[config.mk]
export PLATFORM = sky130hd
export DESIGN_NAME = ext_unit_arbiter_flat
export DESIGN_NICKNAME = d
export VERILOG_FILES = /design/src/rtl/ext_pkg.sv /design/src/rtl/ext_unit_arbiter_if.sv /design/src/rtl/ext_core.sv /design/src/rtl/ext_unit_arbiter.sv /design/src/flat_wrapper.sv
export SDC_FILE = /design/constraint.sdc
export NUM_CORES = 1
export LEC_CHECK = 0
export ABC_AREA = 1
export CORE_ASPECT_RATIO = 0.8
export CORE_UTILIZATION = 43
export DETAILED_ROUTE_END_ITERATION = 6
export MAX_ROUTING_LAYER = met4
export PLACE_DENSITY_LB_ADDON = 0.3
export SYNTH_ARGS = -nofsm -noshare
export SYNTH_HDL_FRONTEND = slang
export SYNTH_HIERARCHICAL = 1
export SYNTH_SLANG_ARGS = --single-unit
export TNS_END_PERCENT = 1
[constraint.sdc]
create_clock -name clk -period 3.3 [get_ports clk]
set_clock_uncertainty 0.05 [all_clocks]
set_input_delay 0.33 -clock clk [delete_from_list [all_inputs] [get_ports clk]]
set_output_delay 0.33 -clock clk [all_outputs]
set_load 0.05 [all_outputs]
[src/rtl/ext_pkg.sv]
// rtl/ext_pkg.sv - shared constants and types for the extension-unit arbiter
// Purpose: result/field widths, requester count, width codes and FSM states
//          shared by the arbiter, its interface, the extension core and the bench.
// Ports:   none (package).
package ext_pkg;

  localparam int DATA_W  = 16;
  localparam int FIELD_W = 12;
  localparam int NREQ    = 2;

  localparam logic [1:0] W1  = 2'b00;
  localparam logic [1:0] W4  = 2'b01;
  localparam logic [1:0] W8  = 2'b10;
  localparam logic [1:0] W12 = 2'b11;

  typedef enum logic [1:0] {
    IDLE = 2'd0,
    EXT  = 2'd1,
    RESP = 2'd2
  } state_t;

endpackage

[src/rtl/ext_unit_arbiter_if.sv]
// rtl/ext_unit_arbiter_if.sv - request/response bus of the extension-unit arbiter
// Purpose: bundles the per-requester request channel and the shared
//          valid/ready response channel.
// Signals: req_valid/req_ready/req_field/req_width/req_sign (requests),
//          rsp_valid/rsp_ready/rsp_id/rsp_data (response), busy (status).
// Modports: slave = arbiter side, master = requester/consumer side.
interface ext_unit_arbiter_if;

  logic [ext_pkg::NREQ-1:0]               req_valid;
  logic [ext_pkg::NREQ-1:0]               req_ready;
  logic [ext_pkg::NREQ*ext_pkg::FIELD_W-1:0] req_field;
  logic [ext_pkg::NREQ*2-1:0]             req_width;
  logic [ext_pkg::NREQ-1:0]               req_sign;
  logic                                   rsp_valid;
  logic                                   rsp_ready;
  logic                                   rsp_id;
  logic [ext_pkg::DATA_W-1:0]             rsp_data;
  logic                                   busy;

  modport slave (
    input  req_valid, req_field, req_width, req_sign, rsp_ready,
    output req_ready, rsp_valid, rsp_id, rsp_data, busy
  );

  modport master (
    output req_valid, req_field, req_width, req_sign, rsp_ready,
    input  req_ready, rsp_valid, rsp_id, rsp_data, busy
  );

endinterface

[src/rtl/ext_core.sv]
// rtl/ext_core.sv - combinational sign/zero extension of a 1/4/8/12-bit field
// Purpose: extends the low bits of field selected by width to DATA_W bits.
// Ports:   field  in  FIELD_W  raw field, only the low bits of the chosen width matter
//          width  in  2        W1/W4/W8/W12 width code
//          sign   in  1        1 = sign-extend, 0 = zero-extend
//          result out DATA_W   extended value
module ext_core
  import ext_pkg::*;
(
  input  logic [FIELD_W-1:0] field,
  input  logic [1:0]         width,
  input  logic               sign,
  output logic [DATA_W-1:0]  result
);

  always_comb begin
    result = '0;
    case (width)
      W1:      result = {{(DATA_W-1){sign & field[0]}}, field[0]};
      W4:      result = {{(DATA_W-4){sign & field[3]}}, field[3:0]};
      W8:      result = {{(DATA_W-8){sign & field[7]}}, field[7:0]};
      W12:     result = {{(DATA_W-12){sign & field[11]}}, field[11:0]};
      default: result = '0;
    endcase
  end

endmodule

[src/rtl/ext_unit_arbiter.sv]
// rtl/ext_unit_arbiter.sv - round-robin arbiter sharing one extension unit
// Purpose: accepts one request at a time from two requesters, extends the
//          captured field in EXT and presents the registered result in RESP
//          until the consumer takes it.
// Ports:   clk  in  system clock
//          rst  in  synchronous active-high reset
//          bus  slave modport of ext_unit_arbiter_if (requests, response, busy)
module ext_unit_arbiter
  import ext_pkg::*;
(
  input  logic               clk,
  input  logic               rst,
  ext_unit_arbiter_if.slave  bus
);

  state_t              r_state;
  state_t              w_state_nxt;
  logic                r_rr_ptr;
  logic [FIELD_W-1:0]  r_field;
  logic [1:0]          r_width;
  logic                r_sign;
  logic                r_id;
  logic [DATA_W-1:0]   r_rsp_data;
  logic                r_rsp_id;
  logic                r_rsp_valid;

  logic                w_other;
  logic                w_winner;
  logic                w_win_valid;
  logic [NREQ-1:0]     w_req_ready;
  logic                w_accept;
  logic                w_rsp_hs;
  logic [FIELD_W-1:0]  w_win_field;
  logic [1:0]          w_win_width;
  logic [DATA_W-1:0]   w_ext;

  assign w_other = ~r_rr_ptr;

  // Winner selection: the pointer's requester has priority, the other one
  // is taken only when the preferred one is idle.
  always_comb begin
    w_winner    = r_rr_ptr;
    w_win_valid = 1'b0;
    if (bus.req_valid[r_rr_ptr]) begin
      w_winner    = r_rr_ptr;
      w_win_valid = 1'b1;
    end else if (bus.req_valid[w_other]) begin
      w_winner    = w_other;
      w_win_valid = 1'b1;
    end
  end

  assign w_win_field = w_winner ? bus.req_field[2*FIELD_W-1:FIELD_W] : bus.req_field[FIELD_W-1:0];
  assign w_win_width = w_winner ? bus.req_width[3:2] : bus.req_width[1:0];

  always_comb begin
    w_state_nxt = r_state;
    w_req_ready = '0;
    case (r_state)
      IDLE: begin
        if (w_win_valid) begin
          w_req_ready[w_winner] = 1'b1;
          w_state_nxt           = EXT;
        end
      end
      EXT:     w_state_nxt = RESP;
      RESP: begin
        if (r_rsp_valid && bus.rsp_ready) begin
          w_state_nxt = IDLE;
        end
      end
      default: w_state_nxt = IDLE;
    endcase
  end

  assign w_accept = (r_state == IDLE) && w_win_valid;
  assign w_rsp_hs = (r_state == RESP) && r_rsp_valid && bus.rsp_ready;

  ext_core u_ext_core (
    .field  (r_field),
    .width  (r_width),
    .sign   (r_sign),
    .result (w_ext)
  );

  always_ff @(posedge clk) begin
    if (rst) begin
      r_state     <= IDLE;
      r_rr_ptr    <= 1'b0;
      r_field     <= '0;
      r_width     <= W1;
      r_sign      <= 1'b0;
      r_id        <= 1'b0;
      r_rsp_data  <= '0;
      r_rsp_id    <= 1'b0;
      r_rsp_valid <= 1'b0;
    end else begin
      r_state <= w_state_nxt;
      if (w_accept) begin
        r_field <= w_win_field;
        r_width <= w_win_width;
        r_sign  <= bus.req_sign[w_winner];
        r_id    <= w_winner;
      end
      if (r_state == EXT) begin
        r_rsp_data  <= w_ext;
        r_rsp_id    <= r_id;
        r_rsp_valid <= 1'b1;
      end else if (w_rsp_hs) begin
        // Hand priority to the requester that was not just served.
        r_rsp_valid <= 1'b0;
        r_rr_ptr    <= ~r_rsp_id;
      end
    end
  end

  assign bus.req_ready = w_req_ready;
  assign bus.rsp_valid = r_rsp_valid;
  assign bus.rsp_id    = r_rsp_id;
  assign bus.rsp_data  = r_rsp_data;
  assign bus.busy      = (r_state != IDLE);

endmodule

[src/flat_wrapper.sv]
// flat-port wrapper written by rule: the top's interface ports become plain ports
module ext_unit_arbiter_flat import ext_pkg::*;
  (clk, rst, bus_req_valid, bus_req_field, bus_req_width, bus_req_sign, bus_rsp_ready, bus_req_ready, bus_rsp_valid, bus_rsp_id, bus_rsp_data, bus_busy);
  ext_unit_arbiter_if bus_i ();
  input  logic clk;
  input  logic rst;
  input wire logic [$bits(bus_i.req_valid)-1:0] bus_req_valid;
  input wire logic [$bits(bus_i.req_field)-1:0] bus_req_field;
  input wire logic [$bits(bus_i.req_width)-1:0] bus_req_width;
  input wire logic [$bits(bus_i.req_sign)-1:0] bus_req_sign;
  input wire logic [$bits(bus_i.rsp_ready)-1:0] bus_rsp_ready;
  output wire logic [$bits(bus_i.req_ready)-1:0] bus_req_ready;
  output wire logic [$bits(bus_i.rsp_valid)-1:0] bus_rsp_valid;
  output wire logic [$bits(bus_i.rsp_id)-1:0] bus_rsp_id;
  output wire logic [$bits(bus_i.rsp_data)-1:0] bus_rsp_data;
  output wire logic [$bits(bus_i.busy)-1:0] bus_busy;
  assign bus_i.req_valid = bus_req_valid;
  assign bus_i.req_field = bus_req_field;
  assign bus_i.req_width = bus_req_width;
  assign bus_i.req_sign = bus_req_sign;
  assign bus_i.rsp_ready = bus_rsp_ready;
  assign bus_req_ready = bus_i.req_ready;
  assign bus_rsp_valid = bus_i.rsp_valid;
  assign bus_rsp_id = bus_i.rsp_id;
  assign bus_rsp_data = bus_i.rsp_data;
  assign bus_busy = bus_i.busy;
  ext_unit_arbiter u_core (.clk(clk), .rst(rst), .bus(bus_i));
endmodule
==> summary by stage, run 1 <==
Routing
The routed design has between 4000 and 5000 um of wire. The number of detailed-routing iterations run before antenna repair is 4. In the final routed layout, each cell accounts on average for 10.4 um. The final route contains ~1800 vias. The number of nets with antenna violations after detailed routing is 0. In this run, the number of DRC markers left after iteration 0 of detailed routing was ~110. In the routed design, unresolved DRC markers number 0. The routed via count divided by cell count is 4.68.

Synth
The post-synthesis sequential area ratio is 38.3%. Of the total synthesized cell area, the portion taken by XOR and XNOR cells is 0%. sky130_fd_sc_hd__nand2_1 is the most common cell in the netlist. Yosys mapped the design onto 24 distinct sky130hd cell types. The post-synthesis cell type with the largest combined area is sky130_fd_sc_hd__dfxtp_1. The post-synthesis net count is about 330. The post-synthesis mux area share is 0%. Summing the areas of all fa, ha and maj instances in the mapped netlist gives 0% of the synthesized area. The mapped netlist covers about 1900 sq um. The basic-gate share of the synthesized area counting and, or, nand and nor cells is between 40% and 50%.

The dominant synthesized flop cell is sky130_fd_sc_hd__dfxtp_1. The dominant combinational cell family by area after synthesis is simple AND/OR/NAND/NOR gates. The portion of synthesized cell area occupied by the leading cell type is a little under two fifths. Counting flops with a built-in enable in the synthesized netlist gives 0. Each instance of the synthesized netlist takes up on average ~6.7 sq um.

Sorting the synthesized cells by area gives the leading types as sky130_fd_sc_hd__dfxtp_1 38%, sky130_fd_sc_hd__nand3_1 14%, sky130_fd_sc_hd__nand2_1 13%. The synthesized netlist devotes under 10% of its cell area to compound gates. The async set or reset register ratio after synthesis is 0%. The synthesis warning total is 6. After technology mapping, the gate count stands at between 200 and 300. The flip-flop and latch count after synthesis is 37. By count the netlist is led by 68 x sky130_fd_sc_hd__nand2_1, 53 x sky130_fd_sc_hd__nand3_1, 37 x sky130_fd_sc_hd__dfxtp_1, 37 x sky130_fd_sc_hd__nor2_1, 28 x sky130_fd_sc_hd__inv_1.

Clock tree
The later pin in the worst-skew pair is clocked with a latency of between 200 and 300 ps. The clock passes through at most 2 buffers. The root buffer cell chosen for the clock tree is sky130_fd_sc_hd__clkbuf_8.

Buffers inserted to repair hold after CTS numbered 0. TritonCTS built the clock tree. The number of gates given a new drive strength after cts is 0.

CTS built an H-tree with a depth of 2. The CTS buffer count is 5. Post-CTS timing repair inserted 0 buffers for setup. The post-CTS clock slew at the launch and capture registers of the worst setup and hold paths is 70 ps.

Counting every sink on the clock net gives 37.

GRT
Entering global routing, the biggest net connects 31 pins. The overflow left after global routing is 0. The via count of the first global-routing pass is between 1500 and 2000.

The total routing resource utilization after global routing is 19.2%. The wire length of the first global-routing pass is between 6000 and 7000 um. The number of antenna violations at the first check in global routing came to 0.

Floorplanning
The number of placed I/O pins is 56. The starting utilization of the core area is 45.4%. The core region is around 4300 sq um. The floorplan has 21 rows. The horizontal die dimension is roughly 77 um.

The die covers ~4800 sq um. The vertical die dimension is just over 60 um.

Power
The analysis attributes to cell leakage a power of roughly 1.2 nW. The post-route total power is approximately 1.3 mW. Sequential cells burn 41.2% of the power.

The internal power is around 0.9 mW. The peak supply drop is ~0.22 mV. Combinational logic is responsible for between 20% and 30% of the overall power. The power density over cell area is 488 nW/um^2. The net switching power is 0.356 mW. Net switching is 28.4% of the power. Per report_power, the clock group accounts for between 30% and 40% of the total.

Critical path
The required arrival time at the worst endpoint is around 2900 ps. The maximum cell stage delay along the critical path is between 800 and 900 ps. The worst setup path is of the input pin to output port kind. In this design, the critical path's most frequently occurring cell is sky130_fd_sc_hd__clkdlybuf4s50_1. The signal on the critical path passes through clkdlybuf4s50_1 > nand2_4 > inv_4 > nor3_1 > clkdlybuf4s50_1.

Setup slack on the worst reg-to-reg path comes out at between 1500 and 2000 ps. The sort of element at the start of the critical path is an input pin. On the critical path, the stage with the largest delay is an instance of sky130_fd_sc_hd__clkdlybuf4s50_1. Data on the critical path arrives at its endpoint at a little over 2000 ps. The endpoint type of the worst setup path is an output port. Of all nets on the critical path, the largest fanout is 17.

Flow run
The tool flagged a number of max-cap violations equal to 0.

Layout
Summing all flip-flop and latch instances after layout gives 741 sq um. The net count of the finished layout is between 300 and 400. The area of the multi-input gates is 940 sq um. The repair_antennas step left the layout with diodes totalling 0. The share of cells above drive strength 1 is around 8.4%.

The filler cells instantiated in the layout total around 420. The final core area utilization is 60.3%. Relative to the synthesized area, the layout overhead comes to 32.8%.

Outcome
The flow ran to the end, and the final reports show no timing, DRC or antenna violations.

STA
In the finished design, the share of the clock period the worst path needs comes to ~74%. The max-slew violation count is 0. The number of endpoints with negative hold slack in the final report is 0.

Setup total negative slack on the finished layout was measured at 0 ps. Setup violations remaining at the end of the flow were counted as 0. Setup repair after global routing left no endpoint under its margin.

The worst pin sits at a relative slew slack of a little over two fifths. The measured slew at the worst slew-check pin is between 800 and 900 ps. Across all hold checks on the routed design, the worst slack comes to 411 ps. The top achievable clock speed is about 0.41 GHz. The minimum clock period is about 2500 ps.

Placed design
At the end of routability-driven placement, the weighted congestion stood at 0.782. The HPWL after detailed placement is 2990 um. Buffers placed on the I/O ports in this run total 55.

Worst hold path
The path type of the worst min-delay path is flip-flop to flip-flop.
-- flip-flops by register name, indices dropped and copies added, names as in the netlist --
name	flops
u_core/r_width	2
u_core/r_field	12
u_core/r_state	2
u_core/bus.rsp_id	1
u_core/r_sign	1
u_core/bus.rsp_data	16
u_core/bus.rsp_valid	1
u_core/r_id	1
u_core/r_rr_ptr	1
-- worst paths after layout --
kind | from | end | depth (start not counted)
worst max-delay path | bus_req_valid[1] | bus_req_ready[0] | 5
worst min-delay path | u_core/bus.rsp_data[7]$_SDFFE_PP0P_ | u_core/bus.rsp_data[7]$_SDFFE_PP0P_ | 2
worst max register to register | u_core/r_state[0]$_SDFFE_PP0P_ | u_core/bus.rsp_data[9]$_SDFFE_PP0P_ | 5
worst min register to register | u_core/bus.rsp_data[7]$_SDFFE_PP0P_ | u_core/bus.rsp_data[7]$_SDFFE_PP0P_ | 2
-- cells in the final DEF, fill, tap and decap left out, drive strengths merged --
master         Yosys  routed
bufinv             0       2
nand4              6       6
or2                1       1
clkinv             0       1
nand2             74      74
nor3               1       1
dfxtp             37      37
o21ai              4       4
nand3             55      55
nor2              40      40
clkbuf             3       5
a21oi             21      21
buf               17       3
clkdlybuf4s50      0      54
inv               31      31
-- metal layers --
layer | track usage (%) | routed length, um | vias up
li1 | - | - | 1005
met1 | 26.5 | 2200 | 765
met2 | 27.2 | 1600 | 62
met3 | 4.38 | 235 | 4
met4 | 7.42 | 35 | 0
met5 | - | 0 | -
-- per-stage QoR --
| stage | cells | instance area, sq um | setup slack (ps) |
|---|---|---|---|
| after CTS | 392 | 2570 | 837 |
| final | 392 | 2570 | 849 |
| after floorplan | 290 | 1930 | 1160 |
| after global placement | 384 | 2430 | 843 |
| after global routing | 392 | 2570 | 766 |
| after detailed placement | 384 | 2430 | 854 |
-- worst max-delay path, delay by kind of cell --
family | cells | cell delay (ps)
buffers and inverters | 3 | 1350
and+or+nand+nor | 2 | 380
-- cells by family (layout without fill, tap and decap cells) --
group           count (synthesis)  count (layout)
flops                          37              37
compound gates                 25              25
buf+inv                        51              96
simple gates                  177             177
-- cell type report --
cell class | instances | area share, %
well taps | 57 | 2.78
clock inverters | 3 | 2.53
multi-input cells | 202 | 36.6
inverters | 31 | 4.63
flip-flops and latches | 37 | 28.8
clock buffers | 5 | 2.68
repair buffers | 57 | 21.9
-- power by group through the flow --
| stage | Combinational (mW) | Sequential, mW | Clock (mW) |
|---|---|---|---|
| CTS | 0.281 | 0.516 | 0.470 |
| detailed placement | 0.279 | 0.526 | 0 |
| floorplan | 0.187 | 0.538 | 0 |
| finish | 0.281 | 0.516 | 0.456 |
| global placement | 0.278 | 0.525 | 0 |
| global route | 0.314 | 0.521 | 0.483 |
Note: power is estimated with default switching activity, not from simulation.
==> inputs of run 2 (changes only) <==
Clock period 3.3 ns to 2.5 ns, I/O delays scaled along.
==> run 2 against run 1 <==
Cell area is 0.39% higher. Critical endpoint is now bus_req_ready[1]. First-iteration DRC count is 30% higher. Clock power is 32% higher. Highest routed layer unchanged. Global-route usage is 0.47 points higher. Combinational power is 34% higher. Sequential share of layout area is 0.11 points lower. Worst hold slack hardly changed. Flip-flop and latch count stayed put.
==> summary by stage, run 2 (same netlist as run 1, synthesis figures left out) <==
Critical path
The startpoint identified for the worst register-to-register timing path is u_core/r_state[1]$_SDFFE_PP0P_. The required arrival time at the worst endpoint is 2200 ps (-720 ps). The largest fanout on the critical path is 17 (unchanged). The endpoint of the lowest-slack register-to-register path is u_core/r_width[1]$_SDFFE_PP0P_. The type of the worst setup path is input pin to output port. The cell count of the worst reg-to-reg path came to 8 (+3).

The sort of element at the start of the critical path is an input pin. The setup slack of the worst register-to-register path is 730 ps (-990 ps). The worst setup path is captured at an output port. The worst path arrival time is 1830 ps (-240 ps).

Layout
The post-synthesis to final-layout area growth is 33.3%. The share of cells above drive strength 1 is 8.66% (+0.30 points). Leaving out fill and tap cells, the most frequent cell in the layout is sky130_fd_sc_hd__nand2_1. The flip-flop count of the largest register, all copies and words added is 16 (unchanged). The number of standard cells in the layout, taps in and fillers out came to 392 (unchanged).

The diode insertion count for antenna repair is 0 (unchanged). The top cell types in the final layout, fill and taps aside, are 68 x sky130_fd_sc_hd__nand2_1, 53 x sky130_fd_sc_hd__clkdlybuf4s50_1, 53 x sky130_fd_sc_hd__nand3_1. The net count of the finished layout is 369 (unchanged).

Routing
The number of detailed-routing iterations run before antenna repair is 4 (unchanged). The number of design-rule violations left by the first detailed-router iteration was 137 (+30%). The detailed-route wire length is 4190 um (+2.8%).

The routed via count divided by cell count came to 4.86 (+3.9%). The number of vias in the routed layout is 1907 (+3.9%). The number of nets with antenna violations after detailed routing came to 0 (unchanged). The number of remaining DRC errors is 0 (unchanged). The average wire per cell in the routed design is 10.7 um (+2.8%).

Floorplanning
The number of placed I/O pins is 56 (unchanged). The starting utilization of the core area was 45.4% (unchanged). The cell row count is 21 (unchanged).

The core footprint is 4260 sq um (unchanged). The vertical die dimension was 62.0 um (unchanged). The horizontal die dimension is 77.0 um (unchanged). The total die area came to 4770 sq um (unchanged).

Clock tree
The tree is rooted in a sky130_fd_sc_hd__clkbuf_8. The number of levels in the clock H-tree is 2 (unchanged). The total setup buffers inserted after CTS is 0 (unchanged). The number of gates given a new drive strength after cts is 0 (unchanged). The post-CTS clock slew at the launch and capture registers of the worst setup and hold paths is 70 ps (about the same). The CTS buffer count is 5 (unchanged). The worst-case clock buffer depth is 2 (unchanged). TritonCTS built the clock tree. The count of clock tree sinks was 37 (unchanged). The clock insertion delay at the later pin of the skew report is 290 ps (about the same). The hold buffer count at cts came to 0 (unchanged).

GRT
The via count of the first global-routing pass is 1552 (+3.3%). The total routing resource utilization after global routing came to 19.7% (+0.47 points). The pin count of the biggest net entering global routing was 38 (+23%). The overflow left after global routing is 0 (unchanged). The number of antenna violations at the first check in global routing is 0 (unchanged). The wire length of the first global-routing pass is 7120 um (+3.2%).

STA
The measured slew at the worst slew-check pin is 674 ps (-171 ps). The post-route setup TNS was 0 ps (unchanged). The count of final setup violators is 0 (unchanged).

The minimum clock period is 2130 ps. The max-slew violation count is 0 (unchanged). Setup repair after global routing left no endpoint under its margin.

Timing would allow up to 0.469 GHz. The share of the cycle needed by the critical path after routing is 85.2%. The headroom to the max-slew limit is 55.0% (+12 points). The number of endpoints with negative hold slack in the final report is 0 (unchanged).

Power
The power density over cell area was 644 nW/um^2 (+32%). The static power due to leakage is 1.19 nW (+0.38%). The peak supply drop is 0.272 mV (+26%).

Placed design
The count of buffers from port buffering is 55 (unchanged). The final weighted congestion in routability-driven placement is 0.768 (-1.8%). The number of cells after detailed placement is 384 (unchanged). The placed wire-length estimate after detailed placement is 3050 um (+1.9%).

Worst hold path
The hold path startpoint is u_core/bus.rsp_data[10]$_SDFFE_PP0P_. The count of cells along the worst hold path came to 2 (unchanged). The path type of the worst min-delay path is flip-flop to flip-flop. The sink of the worst hold path is u_core/bus.rsp_data[10]$_SDFFE_PP0P_.

Outcome
The flow ran to the end, and the final reports show no timing, DRC or antenna violations.

Flow run
The max-capacitance violation count is 0 (unchanged).
-- run 2: final cells by class --
class	instances	area, sq um
fill	407	1680
multi-input combinational	202	940
sequential	37	741
timing repair buffer	57	573
inverter	31	119
tap	57	71.3
clock buffer	5	68.8
clock inverter	3	65.1
-- run 2: routing by layer --
metal | vias up | global-route usage [%] | routed length, um
met4 | 0 | 6.59 | 44
met3 | 5 | 4.38 | 318
met5 | - | - | 0
li1 | 1003 | - | -
met1 | 809 | 27.6 | 2180
met2 | 90 | 27.7 | 1650
-- run 2: worst max-delay path by stage --
stage                              startpoint                             end  cells past startpoint
2_1_floorplan  u_core/r_state[1]$_SDFFE_PP0P_                bus_req_ready[0]                      3
5_1_grt        u_core/r_state[1]$_SDFFE_PP0P_                bus_req_ready[1]                      6
6_report                     bus_req_valid[1]                bus_req_ready[1]                      6
4_1_cts                      bus_req_valid[1]                bus_req_ready[1]                      6
3_5_place_dp                 bus_req_valid[1]  u_core/r_field[2]$_SDFFE_PP0P_                      8
3_3_place_gp                 bus_req_valid[1]                bus_req_ready[1]                      9
-- run 2: critical path, stage by stage --
cell and delay, ps:
sky130_fd_sc_hd__clkdlybuf4s50_1 470, sky130_fd_sc_hd__o21ai_0 360, sky130_fd_sc_hd__inv_1 330, sky130_fd_sc_hd__nand2_2 180, sky130_fd_sc_hd__inv_1 80, sky130_fd_sc_hd__buf_12 150
-- run 2: power breakdown --
group | switching, mW | internal, mW
combinational | 0.224 | 0.152
clock | 0.205 | 0.396
sequential | 0.0439 | 0.637
total | 0.473 | 1.19
-- run 2: metrics by stage --
step,hold slack [ps],power [mW],worst slack [ps],instance area (sq um),utilization (%)
final,411,1.66,369,2580,60.6
after global routing,426,1.75,265,2580,60.6
after CTS,413,1.67,395,2580,60.6
after detailed placement,403,1.07,382,2440,57.4
after global placement,398,1.06,502,2440,57.4
after floorplan,389,0.958,441,1930,-
==> inputs of run 3 (changes only) <==
Settings changed: CORE_ASPECT_RATIO 0.8 to default.
==> run 3 against run 2 <==
Flip-flop and latch count unchanged. First-iteration DRC count down 18%. Global-route usage down 1.6 points. Clock power down 11%. Largest cell class unchanged.
==> summary by stage, run 3 (same netlist as run 1, synthesis figures left out) <==
Power
The portion of total power attributed to combinational logic is 23.5% (+0.8 points). The internal power is 1.11 mW (-6.0%). The clock share of power is 33.6% (-2.7 points). The share of power burned in registers is 42.9% (+1.8 points).

The peak supply drop is 0.286 mV (+4.8%). The static power due to leakage is 1.19 nW (-0.49%). The net switching power is 0.472 mW (-0.34%).

The power density over cell area is 618 nW/um^2 (-3.9%). The switching share of power came to 29.8% (+1.2 points).

Clock tree
The post-CTS clock slew at the launch and capture registers of the worst setup and hold paths is 70 ps (about the same). The worst-case clock buffer depth is 2 (unchanged). The count of clock tree sinks is 37 (unchanged). The total setup buffers inserted after CTS was 0 (unchanged). The number of levels in the clock H-tree is 2 (unchanged). The clock tree from TritonCTS is yes. The number of gates given a new drive strength after cts is 0 (unchanged). The CTS buffer count came to 5 (unchanged). The hold buffer count at cts is 0 (unchanged). The clock insertion delay at the later pin of the skew report is 290 ps (about the same). Clock tree synthesis selected as its root buffer the cell sky130_fd_sc_hd__clkbuf_8.

Floorplanning
The number of placed I/O pins is 56 (unchanged). The starting utilization of the core area is 44.7% (-0.71 points). The vertical die dimension came to 69.1 um (+11%).

The total die area is 4770 sq um (about the same). The cell row count is 24 (+14%). The core footprint came to 4320 sq um (+1.6%).

The horizontal die dimension is 69.1 um (-10%).

Worst hold path
The worst hold path belongs to the class flip-flop to flip-flop. The startpoint identified for the worst hold timing path is u_core/bus.rsp_data[15]$_SDFFE_PP0P_.

Layout
From synthesis to final layout, the design area changed by 32.7%. Leaving out fill and tap cells, the most frequent cell in the layout is sky130_fd_sc_hd__nand2_1. The share of cells above drive strength 1 came to 8.93% (+0.27 points). The net count of the finished layout was 370 (+0.27%). The flip-flop count of the largest register, all copies and words added is 16 (unchanged). The final core area utilization is 59.3% (-1.2 points). The area of the multi-input gates came to 940 sq um (unchanged). In the layout the commonest cells are 68 x sky130_fd_sc_hd__nand2_1, 53 x sky130_fd_sc_hd__clkdlybuf4s50_1, 53 x sky130_fd_sc_hd__nand3_1.

The register area was 741 sq um (unchanged). The diode insertion count for antenna repair was 0 (unchanged). The final-layout fill cell count is 440 (+8.1%).

Critical path
The required arrival time at the worst endpoint is 2200 ps (about the same). The type of the worst setup path is input pin to output port. STA classifies the critical path startpoint as an input pin. The largest fanout on the critical path is 17 (unchanged). In this run the critical register-to-register path is launched from u_core/r_state[0]$_SDFFE_PP0P_. The critical path goes through clkdlybuf4s50_1 > nand2_4 > inv_4 > nor2_4 > nand2_4 > nand2_2 > nand2_2 > inv_1 > buf_12. The worst path arrival time is 1690 ps (-140 ps). The endpoint type of the worst setup path is an output port. The maximum cell stage delay along the critical path was 470 ps (about the same). For this design, the slowest cell found on the critical path is sky130_fd_sc_hd__clkdlybuf4s50_1. The most critical setup path has its startpoint at bus_req_valid[1].

Flow run
The max-capacitance violation count is 0 (unchanged).

Routing
The met2 routed wirelength was 1790 um (+8.6%). The number of nets with antenna violations after detailed routing came to 0 (unchanged). The number of remaining DRC errors came to 0 (unchanged). The number of detailed-routing iterations run before antenna repair came to 6 (+2).

The number of vias in the routed layout is 1831 (-4.0%). The length of routed wiring on met1 came to 1930 um (-11%). The average wire per cell in the routed design came to 10.3 um (-4.0%). The highest metal layer carrying signal wires in the routed design is met4. The number of design-rule violations left by the first detailed-router iteration is 112 (-18%). The routed via count divided by cell count is 4.72 (-3.0%). The detailed-routed wire length on met3 is 184 um (-42%). The detailed-route wire length is 3980 um (-5.0%).

STA
The measured slew at the worst slew-check pin came to 650 ps (-23.8 ps). The share of the cycle needed by the critical path after routing came to 79.6% (-5.6 points). The number of endpoints with negative hold slack in the final report is 0 (unchanged). Setup repair after global routing left no endpoint under its margin. The headroom to the max-slew limit came to 56.6% (+1.6 points). The max-slew violation count is 0 (unchanged). The top achievable clock speed came to 0.502 GHz (+7.0%).

The post-route setup TNS is 0 ps (unchanged). The count of final setup violators came to 0 (unchanged). The minimum clock period is 1990 ps (-140 ps).

GRT
The via count of the first global-routing pass is 1595 (+2.8%). The total routing resource utilization after global routing is 18.1% (-1.6 points). The wire length of the first global-routing pass is 6890 um (-3.2%). The number of antenna violations at the first check in global routing came to 0 (unchanged).

The overflow left after global routing is 0 (unchanged). The pin count of the biggest net entering global routing is 31 (-18%).

Outcome
The run finished with clean final reports.

Placed design
The final weighted congestion in routability-driven placement came to 0.748 (-2.6%). The placed wire-length estimate after detailed placement is 2920 um (-4.5%). The count of buffers from port buffering is 55 (unchanged).
==> run 3: cell types whose count changed in the layout (fill, tap and decap cells not counted) <==
cell	delta
sky130_fd_sc_hd__clkinv_2	-1
sky130_fd_sc_hd__clkbuf_8	+1
sky130_fd_sc_hd__clkinvlp_4	+1
sky130_fd_sc_hd__buf_4	+1
sky130_fd_sc_hd__bufinv_16	-1
==> run 3: power groups by stage <==
stage	logic, mW	registers, mW	clock network, mW
6_report	0.373	0.680	0.533
5_1_grt	0.419	0.688	0.571
4_1_cts	0.375	0.679	0.546
3_5_place_dp	0.373	0.693	0
3_3_place_gp	0.369	0.692	0
2_1_floorplan	0.247	0.711	0
==> run 3: worst max-delay path: cells and delay by family <==
kind,cells,cell delay [ps]
buf+inv,4,760
simple gates,5,680
==> run 3: stage by stage <==
stage / power, mW / instances / hold WS (ps) / setup WS [ps] / cell area [sq um]
after CTS: 1.60 / 388 / 415 / 489 / 2560
after global placement: 1.06 / 380 / 401 / 547 / 2440
after floorplan: 0.958 / 290 / 389 / 441 / 1930
after detailed placement: 1.07 / 380 / 405 / 487 / 2440
final: 1.59 / 388 / 411 / 509 / 2560
after global routing: 1.68 / 388 / 430 / 429 / 2560
==> run 3: area by class of cell <==
cell class | count | area share (%)
Clock buffer | 6 | 3.22
Sequential cell | 37 | 28.9
Inverter | 31 | 4.63
Tap cell | 52 | 2.54
Clock inverter | 2 | 1.46
Timing Repair Buffer | 58 | 22.6
Multi-Input combinational cell | 202 | 36.6
==> run 3: path summary, 6_finish.rpt <==
kind | end | slack [ps] | cells past startpoint
min reg2reg | u_core/bus.rsp_data[15]$_SDFFE_PP0P_ | 410 | 2
min | u_core/bus.rsp_data[15]$_SDFFE_PP0P_ | 410 | 2
max | bus_req_ready[1] | 510 | 9
max reg2reg | u_core/bus.rsp_data[9]$_SDFFE_PP0P_ | 900 | 5
==> run 3: layer usage <==
metal / track usage, % / up-vias
met5: - / -
met3: 3.95 / 6
met1: 22.6 / 770
met2: 28.0 / 51
li1: - / 1004
met4: 8.16 / 0
